--- src/rtl/alu_pkg.sv ---
// Shared definitions for the two-channel ALU arbiter.
//   - ALU opcode encodings (OP_ADD .. OP_XOR); codes above OP_XOR are illegal.
//   - Arbiter FSM state encoding (ST_IDLE, ST_EXEC, ST_HOLD).
//   - is_legal_op(): 1 when an opcode is one the ALU implements.
package alu_pkg;

    localparam int unsigned ALU_DATA_W = 4;
    localparam int unsigned ALU_OP_W   = 3;

    localparam logic [ALU_OP_W-1:0] OP_ADD = 3'b000;
    localparam logic [ALU_OP_W-1:0] OP_SUB = 3'b001;
    localparam logic [ALU_OP_W-1:0] OP_AND = 3'b010;
    localparam logic [ALU_OP_W-1:0] OP_OR  = 3'b011;
    localparam logic [ALU_OP_W-1:0] OP_XOR = 3'b100;

    typedef enum logic [1:0] {
        ST_IDLE = 2'd0,
        ST_EXEC = 2'd1,
        ST_HOLD = 2'd2
    } state_e;

    function automatic logic is_legal_op(input logic [ALU_OP_W-1:0] op);
        return (op <= OP_XOR);
    endfunction

endpackage

--- src/rtl/alu_4bit.sv ---
// Combinational 4-bit ALU.
// Ports:
//   a_i, b_i  operands
//   op_i      opcode (see alu_pkg)
//   y_o       result
//   carry_o   carry out for ADD, borrow for SUB, 0 otherwise
// Illegal opcodes produce y_o = 0, carry_o = 0.
module alu_4bit
    import alu_pkg::*;
(
    input  logic [3:0] a_i,
    input  logic [3:0] b_i,
    input  logic [2:0] op_i,
    output logic [3:0] y_o,
    output logic       carry_o
);

    logic [4:0] wide;

    always_comb begin
        wide    = 5'd0;
        y_o     = 4'd0;
        carry_o = 1'b0;
        case (op_i)
            OP_ADD: begin
                wide    = {1'b0, a_i} + {1'b0, b_i};
                y_o     = wide[3:0];
                carry_o = wide[4];
            end
            OP_SUB: begin
                // Bit 4 of the zero-extended difference is the borrow.
                wide    = {1'b0, a_i} - {1'b0, b_i};
                y_o     = wide[3:0];
                carry_o = wide[4];
            end
            OP_AND:  y_o = a_i & b_i;
            OP_OR:   y_o = a_i | b_i;
            OP_XOR:  y_o = a_i ^ b_i;
            default: y_o = 4'd0;
        endcase
    end

endmodule

--- src/rtl/alu_arbiter_2ch.sv ---
// Two-channel round-robin front end for a single alu_4bit.
// Each accepted request is captured, evaluated for one cycle (EXEC), and
// returned as a registered response held until the consumer accepts it.
// Ports:
//   clk, rst_n                    clock, asynchronous active-low reset
//   reqN_valid/ready/a/b/op       requester N handshake and payload (N = 0, 1)
//   rsp_valid/ready               response handshake
//   rsp_y, rsp_carry, rsp_err     result, carry/borrow, illegal-opcode flag
//   rsp_id                        requester that issued the response
//   busy                          FSM is not idle
// DATA_W and OP_W are fixed by alu_4bit; other values are not supported.
module alu_arbiter_2ch
    import alu_pkg::*;
#(
    parameter int unsigned DATA_W = 4,
    parameter int unsigned OP_W   = 3
) (
    input  logic              clk,
    input  logic              rst_n,

    input  logic              req0_valid,
    output logic              req0_ready,
    input  logic [DATA_W-1:0] req0_a,
    input  logic [DATA_W-1:0] req0_b,
    input  logic [OP_W-1:0]   req0_op,

    input  logic              req1_valid,
    output logic              req1_ready,
    input  logic [DATA_W-1:0] req1_a,
    input  logic [DATA_W-1:0] req1_b,
    input  logic [OP_W-1:0]   req1_op,

    output logic              rsp_valid,
    input  logic              rsp_ready,
    output logic [DATA_W-1:0] rsp_y,
    output logic              rsp_carry,
    output logic              rsp_id,
    output logic              rsp_err,

    output logic              busy
);

    state_e state_q, state_d;

    logic              last_grant_q;
    logic [DATA_W-1:0] opa_q, opb_q;
    logic [OP_W-1:0]   opc_q;
    logic              opid_q;

    logic              rsp_valid_q;
    logic [DATA_W-1:0] rsp_y_q;
    logic              rsp_carry_q;
    logic              rsp_id_q;
    logic              rsp_err_q;

    logic              grant_valid;
    logic              grant_id;

    logic [DATA_W-1:0] alu_y;
    logic              alu_carry;
    logic              op_legal;
    logic [DATA_W-1:0] res_y;
    logic              res_carry;

    alu_4bit u_alu (
        .a_i     (opa_q),
        .b_i     (opb_q),
        .op_i    (opc_q),
        .y_o     (alu_y),
        .carry_o (alu_carry)
    );

    // Illegal opcodes force a clean zero result regardless of the ALU output.
    always_comb begin
        op_legal  = is_legal_op(opc_q);
        res_y     = op_legal ? alu_y : '0;
        res_carry = op_legal ? alu_carry : 1'b0;
    end

    // Next-state and grant. The rst_n term keeps both readies low during reset.
    always_comb begin
        state_d     = state_q;
        grant_valid = 1'b0;
        grant_id    = 1'b0;
        case (state_q)
            ST_IDLE: begin
                if (rst_n && (req0_valid || req1_valid)) begin
                    grant_valid = 1'b1;
                    // On contention, favour the channel that did not win last.
                    grant_id    = (req0_valid && req1_valid) ? ~last_grant_q : req1_valid;
                    state_d     = ST_EXEC;
                end
            end
            ST_EXEC: state_d = ST_HOLD;
            ST_HOLD: begin
                if (rsp_valid_q && rsp_ready) begin
                    state_d = ST_IDLE;
                end
            end
            default: state_d = ST_IDLE;
        endcase
        req0_ready = grant_valid & ~grant_id;
        req1_ready = grant_valid & grant_id;
    end

    always_ff @(posedge clk or negedge rst_n) begin
        if (!rst_n) begin
            state_q      <= ST_IDLE;
            last_grant_q <= 1'b1;
            opa_q        <= '0;
            opb_q        <= '0;
            opc_q        <= '0;
            opid_q       <= 1'b0;
            rsp_valid_q  <= 1'b0;
            rsp_y_q      <= '0;
            rsp_carry_q  <= 1'b0;
            rsp_id_q     <= 1'b0;
            rsp_err_q    <= 1'b0;
        end else begin
            state_q <= state_d;
            if (grant_valid) begin
                last_grant_q <= grant_id;
                opid_q       <= grant_id;
                opa_q        <= grant_id ? req1_a  : req0_a;
                opb_q        <= grant_id ? req1_b  : req0_b;
                opc_q        <= grant_id ? req1_op : req0_op;
            end
            if (state_q == ST_EXEC) begin
                rsp_valid_q <= 1'b1;
                rsp_y_q     <= res_y;
                rsp_carry_q <= res_carry;
                rsp_id_q    <= opid_q;
                rsp_err_q   <= ~op_legal;
            end else if (state_q == ST_HOLD && rsp_ready) begin
                rsp_valid_q <= 1'b0;
            end
        end
    end

    assign rsp_valid = rsp_valid_q;
    assign rsp_y     = rsp_y_q;
    assign rsp_carry = rsp_carry_q;
    assign rsp_id    = rsp_id_q;
    assign rsp_err   = rsp_err_q;
    assign busy      = (state_q != ST_IDLE);

endmodule
--- config.mk ---
export PLATFORM = sky130hd
export DESIGN_NAME = alu_arbiter_2ch
export DESIGN_NICKNAME = d
export VERILOG_FILES = /design/src/rtl/alu_pkg.sv /design/src/rtl/alu_4bit.sv /design/src/rtl/alu_arbiter_2ch.sv
export SDC_FILE = /design/constraint.sdc
export NUM_CORES = 1
export LEC_CHECK = 0
export CAP_MARGIN = 20
export CORE_ASPECT_RATIO = 1.75
export CORE_MARGIN = 2
export CORE_UTILIZATION = 52
export DETAILED_ROUTE_END_ITERATION = 10
export PLACE_DENSITY = 0.84
export SETUP_SLACK_MARGIN = 0.4
export SLEW_MARGIN = 5
export SYNTH_ARGS = -nofsm -noshare
export SYNTH_HDL_FRONTEND = slang
export SYNTH_SLANG_ARGS = --single-unit
--- constraint.sdc ---
create_clock -name clk -period 5.95 [get_ports clk]
set_input_delay 1.19 -clock clk [delete_from_list [all_inputs] [get_ports clk]]
set_output_delay 1.19 -clock clk [all_outputs]
set_load 0.005 [all_outputs]
==> metrics <==
CP peak stage delay 0.51 ns; Die W 44.1 um; clock latency on the worst-skew pair 0.26 ns; CP cell instances clkdlybuf4s50_1 > buf_4 > o211ai_1 > buf_4 > inv_1 > and2_1 > clkdlybuf4s50_1; critical path launch point type input port; sequential element share of the synthesized area 0.393; PortBufs 37; Post-synth EDFFs 0; Setup crit start rst_n; postcts setup bufs 0; gr ovfl total 0; Comb pwr share 0.099; most common cell in the netlist dfrtp_1; Register Area 577 um^2; CP Capture Type output pin; number of detailed-routing iterations run before antenna repair 4; FF-to-FF Start opa_q[0]; NetSw 0.0574 mW; Setup Viol. Count Final 0; H-tree levels 1; vias per cell 5.49; Fmax 234 MHz; Yosys reg bits 23; worst hold slack 0.491 ns; row cnt 25; CTS Buffer Depth 2; Final period util 0.717; flop-to-flop setup slack 3.85 ns; share of cells above drive strength 1 0.0462; max-cap violation count 0; Setup Crit Path Kind in -> out; Final min period 4.27 ns; status complete, no violations; Hold Crit Start rsp_y[0]; Synth cell types 35; Sw Share 0.205; Nets 237; post-route cell area 1900 um^2; number of global-route vias before repair 1152; Static Leak 0.861 nW; DRT iter0 DRCs 24; FFs w/ async S/R, synth 1.00; Top-Level Pins 38; multi-input combinational cell area 781 um^2; Setup TNS Final 0 ns; Crit-path slowest cell clkdlybuf4s50_1; synth top area cells dfrtp_1 (38%), ha_1 (10%), mux2i_1 (7.5%); CP max FO 26; Detail Placement HPWL 2430 um; synthesized instance count 160; Least-Margin Pin Slew 0.503 ns; die height 74.3 um; DRC violations left 0; post-layout util 0.707; unrepaired setup endpoints after global routing no; clk_skew 0.000757 ns; WHS Path Cells 1; Total GRT Usage 0.201; average size of a mapped cell 9.17 um^2; CP delay by family, top buffers and inverters; DIE AREA 3280 um^2; n_diodes 0; ANT nets after route 0; post-CTS sizing 0; core footprint 2690 um^2; clk sinks 23; M1 GR Usage 0.197; Hold Crit Endpoint rsp_y[0]; sequential power share 0.556; Slew headroom 0.664; Peak supply drop 0.162 mV; Clk network pwr share 0.345; Synth Net Count 201; P&R area growth vs syn 29.6%; min-delay worst type reg -> reg; initial core utilization 0.545; first-pass GRT wire length 4920 um; dpl cell area 1860 um^2; clk root buf clkbuf_8; count of final hold-check violations 0; clock tree from TritonCTS built; Num CTS Buffers 3; RR Endpoint rsp_y[1]; largest area contributor in the netlist dfrtp_1; WL per Instance 13.6 um; FILL cells 211; Post-synth top flop dfrtp_1; Global Route met3 Usage 0.0218; Synth warnings 0; gpl congestion 0.844; fin. max-slew vios 0; # hold bufs at CTS 0; most instantiated cells after synthesis dfrtp_1 (22), nand2_1 (20), inv_1 (18); R2R depth 8; vias 1219; Synth Cell Area 1470 um^2; Inst Count DP 218; worst path bufs/invs 5; Yosys top cell area share 0.375; pin count of the biggest net entering global routing 27; initial antenna violation count 0; Top Usage Layer GRT met2; met2 Track Usage GR 0.391; Worst EP arrival 3.08 ns; Post-Layout Cell Count 222; WP data required 4.76 ns; internal power 0.223 mW; post-detailed-routing wire length 3020 um; CTS clock-pin slew for the worst setup and hold paths 0.08 ns; P per Cell Area 148 nW/um^2
==> layout by cell type, fill, tap and decap left out, drive strengths merged, types with 3 or more instances in the layout <==
cell / netlist / routed
a21o: 3 / 3
a21oi: 5 / 5
a31oi: 4 / 4
buf: 1 / 3
clkbuf: 8 / 4
clkdlybuf4s50: 0 / 37
dfrtp: 22 / 22
ha: 12 / 12
inv: 19 / 19
mux2i: 11 / 11
nand2: 20 / 20
nor2: 8 / 8
nor2b: 4 / 4
o21a: 3 / 3
o21ai: 15 / 15
==> kinds of logic after synthesis <==
group | count (synthesis) | synth area share
AO/OA/AOI/OAI | 41 | 0.179
AND/OR/NAND/NOR | 41 | 0.127
multiplexers | 12 | 0.0904
buffers and inverters | 28 | 0.0742
adder cells (fa/ha/maj) | 14 | 0.130
XOR/XNOR | 1 | 0.00597
flip-flops | 23 | 0.393
==> through the flow <==
step | worst slack [ns] | total power [mW]
3_3_place_gp | 1.70 | 0.187
2_1_floorplan | 2.83 | 0.166
3_5_place_dp | 1.66 | 0.188
4_1_cts | 1.65 | 0.282
5_1_grt | 1.55 | 0.290
6_report | 1.68 | 0.281
==> final cells by class <==
class / count / area share
Sequential cell: 23 / 0.303
Inverter: 19 / 0.0375
Tap cell: 27 / 0.0178
Clock buffer: 4 / 0.0237
Timing Repair Buffer: 40 / 0.207
Multi-Input combinational cell: 109 / 0.411
==> worst max-delay path by stage <==
stage,to,slack (ns),depth (start not counted)
floorplan,req0_ready,2.83,3
global placement,req1_ready,1.70,7
detailed placement,req1_ready,1.66,7
CTS,req1_ready,1.65,7
global route,req1_ready,1.55,7
finish,req1_ready,1.68,7
==> worst register-to-register path: stages (launching register included) <==
cell and delay (ns):
dfrtp_1 0.41, inv_1 0.09, ha_1 0.21, inv_1 0.07, fa_1 0.47, inv_1 0.04, mux4_2 0.44, o21ai_0 0.17
o21a_1 0.14
==> power groups by stage <==
stage / Sequential [mW] / Combinational (mW) / Clock, mW
after global placement: 0.159 / 0.0276 / 0
final: 0.156 / 0.0277 / 0.0968
after detailed placement: 0.159 / 0.0283 / 0
after CTS: 0.156 / 0.0283 / 0.0978
after global routing: 0.156 / 0.0305 / 0.104
after floorplan: 0.159 / 0.00671 / 0
==> metal layers <==
| metal | vias up | wire length [um] | share of wire |
|---|---|---|---|
| met5 | - | 0 | 0 |
| met4 | 0 | 90 | 0.030 |
| met3 | 9 | 91 | 0.030 |
| met2 | 28 | 1700 | 0.56 |
| met1 | 571 | 1130 | 0.38 |
| li1 | 611 | - | - |
==> sequential cells by signal, indices dropped and copies added (netlist names) <==
signal and flops:
opc_q 3, opb_q 4, rsp_err 1, rsp_carry 1, state_q 2, rsp_id 1
last_grant_q 1, opid_q 1, rsp_valid 1, opa_q 4, rsp_y 4
Power figures use the tool's default switching activity.
